`src/rtl/maze_player_ctrl.sv`:
```
`default_nettype none
// ============================================================================
//  Module   : maze_player_ctrl
//  Purpose  : Sprite controller for the 25x25 maze. Holds the sprite cell,
//             turns direction-button rising edges into single-cell moves,
//             rejects moves into WALL cells or off the grid (bump pulse),
//             enforces a post-move cooldown and latches arrival at the
//             treasure cell (won).
//  Ports    : clk, resetn (async active-low)
//             maze[GRID*GRID-1:0] bitmap (1=PATH 0=WALL), maze_done valid
//             restart sync pulse, btn_up/down/left/right level inputs
//             player_x/player_y sprite cell, bump 1-cycle pulse,
//             won sticky flag, busy (CHECK or COOL)
//             move_count[9:0] (only when MOVE_COUNT_EN is defined)
//  Options  : MOVE_COUNT_EN - adds a saturating legal-move counter output
//  Revision : 1.0  initial release
// ============================================================================
module maze_player_ctrl #(
  parameter int unsigned GRID     = 25,
  parameter int unsigned START_X  = 1,
  parameter int unsigned START_Y  = 1,
  parameter int unsigned GOAL_X   = 23,
  parameter int unsigned GOAL_Y   = 23,
  parameter int unsigned COOL_CYC = 2500000
) (
  input  logic                   clk,
  input  logic                   resetn,
  input  logic [GRID*GRID-1:0]   maze,
  input  logic                   maze_done,
  input  logic                   restart,
  input  logic                   btn_up,
  input  logic                   btn_down,
  input  logic                   btn_left,
  input  logic                   btn_right,
  output logic [4:0]             player_x,
  output logic [4:0]             player_y,
  output logic                   bump,
  output logic                   won,
  output logic                   busy
`ifdef MOVE_COUNT_EN
  ,
  output logic [9:0]             move_count
`endif
);

  localparam int CNT_W = (COOL_CYC > 1) ? $clog2(COOL_CYC) : 1;

  localparam logic [2:0] S_WAIT  = 3'd0;
  localparam logic [2:0] S_IDLE  = 3'd1;
  localparam logic [2:0] S_CHECK = 3'd2;
  localparam logic [2:0] S_COOL  = 3'd3;
  localparam logic [2:0] S_WON   = 3'd4;

  logic [2:0]       state_q, state_d;
  logic [4:0]       px_q, px_d;
  logic [4:0]       py_q, py_d;
  logic [4:0]       tx_q, tx_d;
  logic [4:0]       ty_q, ty_d;
  logic             oob_q, oob_d;       // latched target lies outside the grid
  logic [CNT_W-1:0] cnt_q, cnt_d;
  logic             bump_q, bump_d;
  logic             won_q, won_d;
  logic [3:0]       btn_prev_q;         // {up, down, left, right}
`ifdef MOVE_COUNT_EN
  logic [9:0]       mc_q, mc_d;
`endif

  logic [3:0] w_btn;
  logic [3:0] w_edge;
  logic [9:0] w_idx;
  logic       w_legal;

  assign w_btn  = {btn_up, btn_down, btn_left, btn_right};
  assign w_edge = w_btn & ~btn_prev_q;

  // Off-grid targets are forced to index 0 so the bitmap is never read out of
  // range; oob_q alone then decides the outcome.
  assign w_idx   = oob_q ? 10'd0 : (10'(ty_q) * 10'(GRID) + 10'(tx_q));
  assign w_legal = !oob_q && maze[w_idx];

  always_comb begin
    state_d = state_q;
    px_d    = px_q;
    py_d    = py_q;
    tx_d    = tx_q;
    ty_d    = ty_q;
    oob_d   = oob_q;
    cnt_d   = cnt_q;
    bump_d  = 1'b0;
    won_d   = won_q;
`ifdef MOVE_COUNT_EN
    mc_d    = mc_q;
`endif

    if (restart) begin
      // Restart outranks any simultaneous edge; WAIT stays in WAIT.
      px_d    = 5'(START_X);
      py_d    = 5'(START_Y);
      won_d   = 1'b0;
      cnt_d   = '0;
      state_d = (state_q == S_WAIT) ? S_WAIT : S_IDLE;
`ifdef MOVE_COUNT_EN
      mc_d    = '0;
`endif
    end else begin
      case (state_q)
        S_WAIT: begin
          if (maze_done) state_d = S_IDLE;
        end

        S_IDLE: begin
          if (!maze_done) begin
            state_d = S_WAIT;
          end else if (w_edge != 4'b0000) begin
            tx_d    = px_q;
            ty_d    = py_q;
            state_d = S_CHECK;
            if (w_edge[3]) begin
              ty_d  = py_q - 5'd1;
              oob_d = (py_q == 5'd0);
            end else if (w_edge[2]) begin
              ty_d  = py_q + 5'd1;
              oob_d = (py_q >= 5'(GRID - 1));
            end else if (w_edge[1]) begin
              tx_d  = px_q - 5'd1;
              oob_d = (px_q == 5'd0);
            end else begin
              tx_d  = px_q + 5'd1;
              oob_d = (px_q >= 5'(GRID - 1));
            end
          end
        end

        S_CHECK: begin
          if (!maze_done) begin
            state_d = S_WAIT;
          end else begin
            if (w_legal) begin
              px_d = tx_q;
              py_d = ty_q;
`ifdef MOVE_COUNT_EN
              if (mc_q != 10'h3FF) mc_d = mc_q + 10'd1;
`endif
            end else begin
              bump_d = 1'b1;
            end
            cnt_d   = '0;
            state_d = S_COOL;
          end
        end

        S_COOL: begin
          if (!maze_done) begin
            state_d = S_WAIT;
          end else if (cnt_q == CNT_W'(COOL_CYC - 1)) begin
            cnt_d = '0;
            if (px_q == 5'(GOAL_X) && py_q == 5'(GOAL_Y)) begin
              won_d   = 1'b1;
              state_d = S_WON;
            end else begin
              state_d = S_IDLE;
            end
          end else begin
            cnt_d = cnt_q + CNT_W'(1);
          end
        end

        S_WON: begin
          state_d = S_WON;
        end

        default: begin
          state_d = S_WAIT;
        end
      endcase
    end
  end

  always_ff @(posedge clk or negedge resetn) begin
    if (!resetn) begin
      state_q    <= S_WAIT;
      px_q       <= 5'(START_X);
      py_q       <= 5'(START_Y);
      tx_q       <= '0;
      ty_q       <= '0;
      oob_q      <= 1'b0;
      cnt_q      <= '0;
      bump_q     <= 1'b0;
      won_q      <= 1'b0;
      btn_prev_q <= 4'b0000;
`ifdef MOVE_COUNT_EN
      mc_q       <= '0;
`endif
    end else begin
      state_q    <= state_d;
      px_q       <= px_d;
      py_q       <= py_d;
      tx_q       <= tx_d;
      ty_q       <= ty_d;
      oob_q      <= oob_d;
      cnt_q      <= cnt_d;
      bump_q     <= bump_d;
      won_q      <= won_d;
      btn_prev_q <= w_btn;
`ifdef MOVE_COUNT_EN
      mc_q       <= mc_d;
`endif
    end
  end

  assign player_x = px_q;
  assign player_y = py_q;
  assign bump     = bump_q;
  assign won      = won_q;
  assign busy     = (state_q == S_CHECK) || (state_q == S_COOL);
`ifdef MOVE_COUNT_EN
  assign move_count = mc_q;
`endif

endmodule
`default_nettype wire
```
`config.mk`:
```
export PLATFORM = sky130hd
export DESIGN_NAME = maze_player_ctrl
export DESIGN_NICKNAME = d
export VERILOG_FILES = /design/src/rtl/maze_player_ctrl.sv
export SDC_FILE = /design/constraint.sdc
export NUM_CORES = 1
export LEC_CHECK = 0
export BUFFER_PORTS_ARGS = -buffer_cell sky130_fd_sc_hd__buf_2
export CAP_MARGIN = 10
export CORE_AREA = 5 5 245 247
export CTS_CLUSTER_SIZE = 14
export DETAILED_ROUTE_END_ITERATION = 7
export DIE_AREA = 0 0 250 252
export PLACE_DENSITY_LB_ADDON = 0.12
export SLEW_MARGIN = 5
export SYNTH_ARGS = -nofsm -noshare
export SYNTH_HDL_FRONTEND = slang
export SYNTH_SLANG_ARGS = --single-unit
```
`constraint.sdc`:
```
create_clock -name clk -period 4.6 [get_ports clk]
set_input_delay 0.69 -clock clk [delete_from_list [all_inputs] [get_ports clk]]
set_output_delay 0.69 -clock clk [all_outputs]
set_load 0.01 [all_outputs]
```
==> results of run 1 <==
## area by class of cell
type | count | area share
Clock inverter | 2 | 0.00413
Inverter | 47 | 0.0121
Sequential cell | 52 | 0.0900
Antenna cell | 10 | 0.00172
Tap cell | 765 | 0.0659
Clock buffer | 5 | 0.00861
Timing Repair Buffer | 738 | 0.278
Multi-Input combinational cell | 1005 | 0.539
## final timing paths
| kind | from | to | slack, ns | depth (start not counted) |
|---|---|---|---|---|
| min | resetn | cnt_q[7] | 0.45 | 1 |
| max | tx_q[4] | player_y[0] | 0.18 | 16 |
| max reg2reg | tx_q[4] | player_y[0] | 0.18 | 16 |
| max in group asynchronous | resetn | player_y[0] | 3.31 | 2 |
| min reg2reg | cnt_q[21] | cnt_q[21] | 0.49 | 1 |
| min in group clk | cnt_q[21] | cnt_q[21] | 0.49 | 1 |
## timing repair
action                     CTS  global route
buffers inserted             0             1
setup endpoints to repair   11            11
gates resized for setup      1             5
pin swaps                    0             2
cloned                       0             0
## sequential cells by signal, summed over array words and instances, names as in the netlist
register,count
tx_q,5
player_y,5
player_x,5
won,1
btn_prev_q,4
state_q,3
cnt_q,22
ty_q,5
bump,1
oob_q,1
## layer usage
metal  wire [um]  track usage
met5         123            0
met4        1100       0.0380
met3        4100       0.0390
met2       39200        0.416
met1       31800        0.284
## synthesized netlist by cell type, types with 14 or more instances
cell type and count:
o21ai_0 82, o22ai_1 41, nand2b_1 15, o221ai_1 24, buf_6 17, o2111ai_1 14
o21ai_1 16, mux4_2 33, o211ai_1 18, nor2b_1 25, mux2i_1 109, nor2_1 69
ha_1 33, nand2_1 107, a22oi_1 36, buf_4 24, dfrtp_1 50, a211oi_1 24
a21oi_1 47, clkbuf_1 22, inv_1 44, a221oi_1 21, o22a_1 14, buf_2 37
nand3_1 25, mux2_2 16
## cells by family (layout without fill, tap and decap cells)
family / count (synthesis) / count (layout)
compound gates: 451 / 451
simple gates: 333 / 333
mux: 165 / 165
buf+inv: 156 / 792
flops: 52 / 52
fa+ha+maj: 37 / 37
xor+xnor: 19 / 19
other cells: 0 / 10
## worst register-to-register path, cell delays in order (launching register included)
cell	delay, ns
dfrtp_1	0.41
ha_1	0.30
ha_1	0.28
inv_1	0.05
fa_1	0.49
inv_1	0.05
ha_2	0.44
nor2b_1	0.29
o31a_1	0.19
o211ai_1	0.22
or2_2	0.37
o21bai_1	0.18
nor4_1	0.43
a211oi_2	0.10
o211a_1	0.17
buf_12	0.15
o31a_1	0.24
## through the flow
stage | area, sq um | std cells | hold WS (ns)
floorplan | 10000 | 1213 | 0.394
global placement | 14300 | 2605 | 0.482
detailed placement | 14300 | 2605 | 0.487
CTS | 14500 | 2612 | 0.475
global route | 14500 | 2621 | 0.506
finish | 14500 | 2624 | 0.451
## power groups by stage
stage | logic (mW) | registers, mW | clock network (mW)
finish | 12.2 | 0.626 | 0.493
global route | 12.9 | 0.635 | 0.526
CTS | 12.3 | 0.626 | 0.507
detailed placement | 12.2 | 0.635 | 0
global placement | 12.2 | 0.634 | 0
floorplan | 7.44 | 0.539 | 0
==> impl_metrics.toml, run 1 <==
[detailed_routing]
drt_iter0_drc = 821
drt_pass1_iterations = 5
ant_nets = 0
vias_per_cell = 5.03
post_drt_wl_per_cell_um = 29.1
num_vias = 13200
drc = 0
drt_wl_total_um = 76300

[critical_path]
startpoint_type = "flop"
cp_top_family = "adder cells"
end_kind = "flop"
arrival_ns = 4.65
cp.required_ns = 4.83
worst_path_max_delay_cell = "fa_1"
worst-setup-path-type = "reg -> reg"
crit_chain = "ha_1 -> ha_1 -> inv_1 -> fa_1 -> inv_1 -> ha_2 -> nor2b_1 -> o31a_1 -> o211ai_1 -> or2_2 -> o21bai_1 -> nor4_1 -> a211oi_2 -> o211a_1 -> buf_12 -> o31a_1"
path_buf_inv = 3
cp_max_fo = 10
max_stage_delay_ns = 0.49

[logic_synthesis]
synth_nets = 1883
synth_top_area_share = 0.125
yosys.area_share.adder = 0.0493
synth_simple_gate_area_frac = 0.171
muxShareOfSynthArea = 0.209
postSynth.asyncResetShare = 1.00
ys_top_cells_by_area = "dfrtp_1 (13%), mux2i_1 (11%), mux4_2 (7.4%)"
synth_enable_flop_cells = 0
synth_compound_area_frac = 0.327
synth-seq-cells = 52
avgSynthCellArea_sq_um = 8.24
synthXorXnorAreaFrac = 0.0166
yosysWarnings = 0
yosysSeqAreaShare = 0.130
synthesis.area_sq_um = 10000
syn_inst = 1213
yosysTopAreaCell = "dfrtp_1"
yosysUniqueCellTypes = 100
synth_top_family_by_area = "compound AO/OA/AOI/OAI gates"
synth_top_flop_cell = "dfrtp_1"

[power]
p_comb_frac = 0.916
leakagePower_nw = 6.85
power_switching_share = 0.593
total_power_mw = 13.3
p_per_area_nw_per_um2 = 919
irDropWorstVdd_mv = 0.525
p_int_mw = 5.44
p_sw_mw = 7.91
pwr-share-seq = 0.047
p_clk_frac = 0.037

[floorplan]
die_x_um = 250
floorplan.rows = 88
initial_core_util = 0.174
core_sq_um = 57400
dieArea_sq_um = 63000
num_io_pins = 646
die_h_um = 252

[finish]
nNetsFinal = 2519
layout-drive-gt1-share = 0.456
multiInputGateArea_sq_um = 7830
area_growth_pct = 45.3
final_common_cell = "buf_2"
fillCellCount = 6442
seq_area_sq_um = 1310
final_util = 0.253
mostFrequentLayoutCells = "buf_2 (646), mux2i_1 (109), nand2_1 (107)"

[sta]
tightestPinTransition_ns = 1.00
setup_viol = 0
finClkSkew_ns = 0.00561
max_slew_margin = 0.327
timing.final.crit_share = 0.961
rsz0062_at_grt = "false"
finalCriticalPeriod_ns = 4.42
slew_violations = 0
clock.fmax_mhz = 226
setup_slack_ns = 0.178
tns_ns = 0
finalHoldViolCount = 0

[clocking]
cts_max_level = 2
clk_pin_slew_ns = 0.07
cts.sinks = 52
cts_buffers = 5
clock_path_buffers = 2
holdBufCountCts = 0
root_buffer = "clkbuf_16"
cts_tree = "yes"
clk-insertion-delay-late_ns = 0.30

[status]
status = "finished clean"

[global_routing]
grt_max_degree = 62
gr-total-overflow = 0
grt_use_total = 0.227
grt_pass1_vias = 13700
antenna_found_initial = 27
grt_pass1_wl_um = 105000

[place]
pre_cts_slack_ns = -0.122
dp_hpwl_um = 65400
io_buffers = 645
gp_congestion = 0.925

[worst_hold_path]
min_path_type = "in -> async"

[job]
drv_cap = 0
(Power assumes the default switching activity.)
==> inputs of run 2 (changes only) <==
Settings changed: SETUP_SLACK_MARGIN set to 0.4.
Clock period 4.6 ns to 4.1 ns, I/O delays scaled along.
==> impl_metrics.toml, run 2 (synthesized netlist as in run 1, its figures left out) <==
[status]
violations = "setup timing"
status = "finished with violations"

[floorplan]
floorplan.rows = 88
dieArea_sq_um = 63000
core_sq_um = 57400
die_h_um = 252
die_x_um = 250
num_io_pins = 646
initial_core_util = 0.174

[global_routing]
grt_pass1_wl_um = 107000
gr-total-overflow = 0
antenna_found_initial = 11
grt_pass1_vias = 14000
grt_max_degree = 54
grt_use_total = 0.232

[power]
leakagePower_nw = 7.37
p_comb_frac = 0.931
p_per_area_nw_per_um2 = 1100
pwr-share-seq = 0.039
total_power_mw = 17.2
p_clk_frac = 0.029
power_switching_share = 0.563
irDropWorstVdd_mv = 0.605
p_sw_mw = 9.70
p_int_mw = 7.54

[finish]
largest_register_ffs = 22
fillCellCount = 6394
mostFrequentLayoutCells = "buf_2 (645), buf_4 (147), mux2i_1 (109)"
nNetsFinal = 2607
layout-drive-gt1-share = 0.509
seq_area_sq_um = 1310
final-instance-count-excl-fill = 2710
final_common_cell = "buf_2"
area_growth_pct = 57.4
multiInputGateArea_sq_um = 8210
regMostFlops = "cnt_q"
final_util = 0.274

[critical_path]
worst-setup-path-type = "reg -> reg"
startpoint_type = "flop"
arrival_ns = 4.33
end_kind = "flop"
reg2reg_slack_ns = -0.05
cp_max_fo = 10
cp.required_ns = 4.28

[sta]
slew_violations = 0
clock.fmax_mhz = 241
finalHoldViolCount = 0
worst_hold_slack_ns = 0.359
finClkSkew_ns = 0.00975
tightestPinTransition_ns = 0.872
setup_viol = 10
timing.final.crit_share = 1.01
finalCriticalPeriod_ns = 4.15
max_slew_margin = 0.416
setup_slack_ns = -0.0528
rsz0062_at_grt = "true"

[place]
gp_congestion = 0.954
dp.cells = 2683
dp_hpwl_um = 67600
io_buffers = 645
pre_cts_slack_ns = -0.198

[detailed_routing]
vias_per_cell = 4.99
post_drt_wl_per_cell_um = 28.9
drt_pass1_iterations = 5
drc = 0
drt_wl_total_um = 78400
ant_nets = 0
drt_iter0_drc = 1009
num_vias = 13500

[worst_hold_path]
min_path_type = "in -> async"

[job]
drv_cap = 0

[clocking]
cts.sinks = 52
root_buffer = "clkbuf_16"
clock_path_buffers = 2
cts_max_level = 2
holdBufCountCts = 0
cts_tree = "yes"
cts_buffers = 5
clk-insertion-delay-late_ns = 0.30
clk_pin_slew_ns = 0.08
-- run 2: metal layers --
| metal | track usage | up-vias | share of wire |
|---|---|---|---|
| li1 | - | 6229 | - |
| met2 | 0.420 | 563 | 0.50 |
| met4 | 0.0259 | 0 | 0.011 |
| met1 | 0.308 | 6679 | 0.43 |
| met3 | 0.0288 | 40 | 0.056 |
| met5 | 0 | - | 0 |
-- run 2: timing repair --
item / CTS / global route
endpoints found under the hold margin: 0 / 0
buffers inserted: 7 / 4
pin swaps: 15 / 15
gates cloned: 1 / 0
gates resized for setup: 54 / 23
endpoints found under the setup margin: 11 / 11
-- run 2: path summary, 6_finish.rpt --
kind	startpoint	to	cells past startpoint
min in group clk	btn_down	btn_prev_q[2]	1
worst min register to register	cnt_q[21]	cnt_q[21]	1
worst min-delay path	resetn	cnt_q[17]	1
worst max register to register	ty_q[3]	player_y[4]	15
worst max-delay path	ty_q[3]	player_y[4]	15
max in group asynchronous	resetn	player_y[0]	2
-- run 2: layout make-up --
| cell class | count | share of cell area |
|---|---|---|
| Multi-Input combinational cell | 1005 | 0.522 |
| Clock buffer | 5 | 0.00795 |
| Timing Repair Buffer | 826 | 0.311 |
| Clock inverter | 3 | 0.00294 |
| Tap cell | 765 | 0.0609 |
| Antenna cell | 7 | 0.00111 |
| Inverter | 47 | 0.0112 |
| Sequential cell | 52 | 0.0832 |
-- run 2: metrics by stage --
step	cell area (sq um)	setup TNS [ns]
floorplan	10100	0
global placement	15100	-1.72
detailed placement	15100	-1.78
CTS	15600	-0.109
global route	15700	-1.80
finish	15700	-0.450
-- run 2: worst max-delay path, stage by stage (launching register included) --
cell and delay (ns):
dfrtp_1 0.42, ha_4 0.26, ha_4 0.24, ha_4 0.26
inv_2 0.04, fa_2 0.69, buf_6 0.15, nor2_4 0.06
a2111oi_4 0.41, o21ai_2 0.12, a311o_1 0.35, a41o_1 0.27
a211oi_4 0.31, o211a_1 0.25, buf_12 0.14, o21ai_1 0.07
-- run 2: power groups by stage --
stage          logic, mW  registers (mW)  clock network, mW
3_3_place_gp        15.5           0.684                  0
6_report            16.1           0.681              0.501
3_5_place_dp        15.4           0.683                  0
2_1_floorplan       8.60           0.604                  0
4_1_cts             16.0           0.679              0.511
5_1_grt             16.9           0.691              0.527
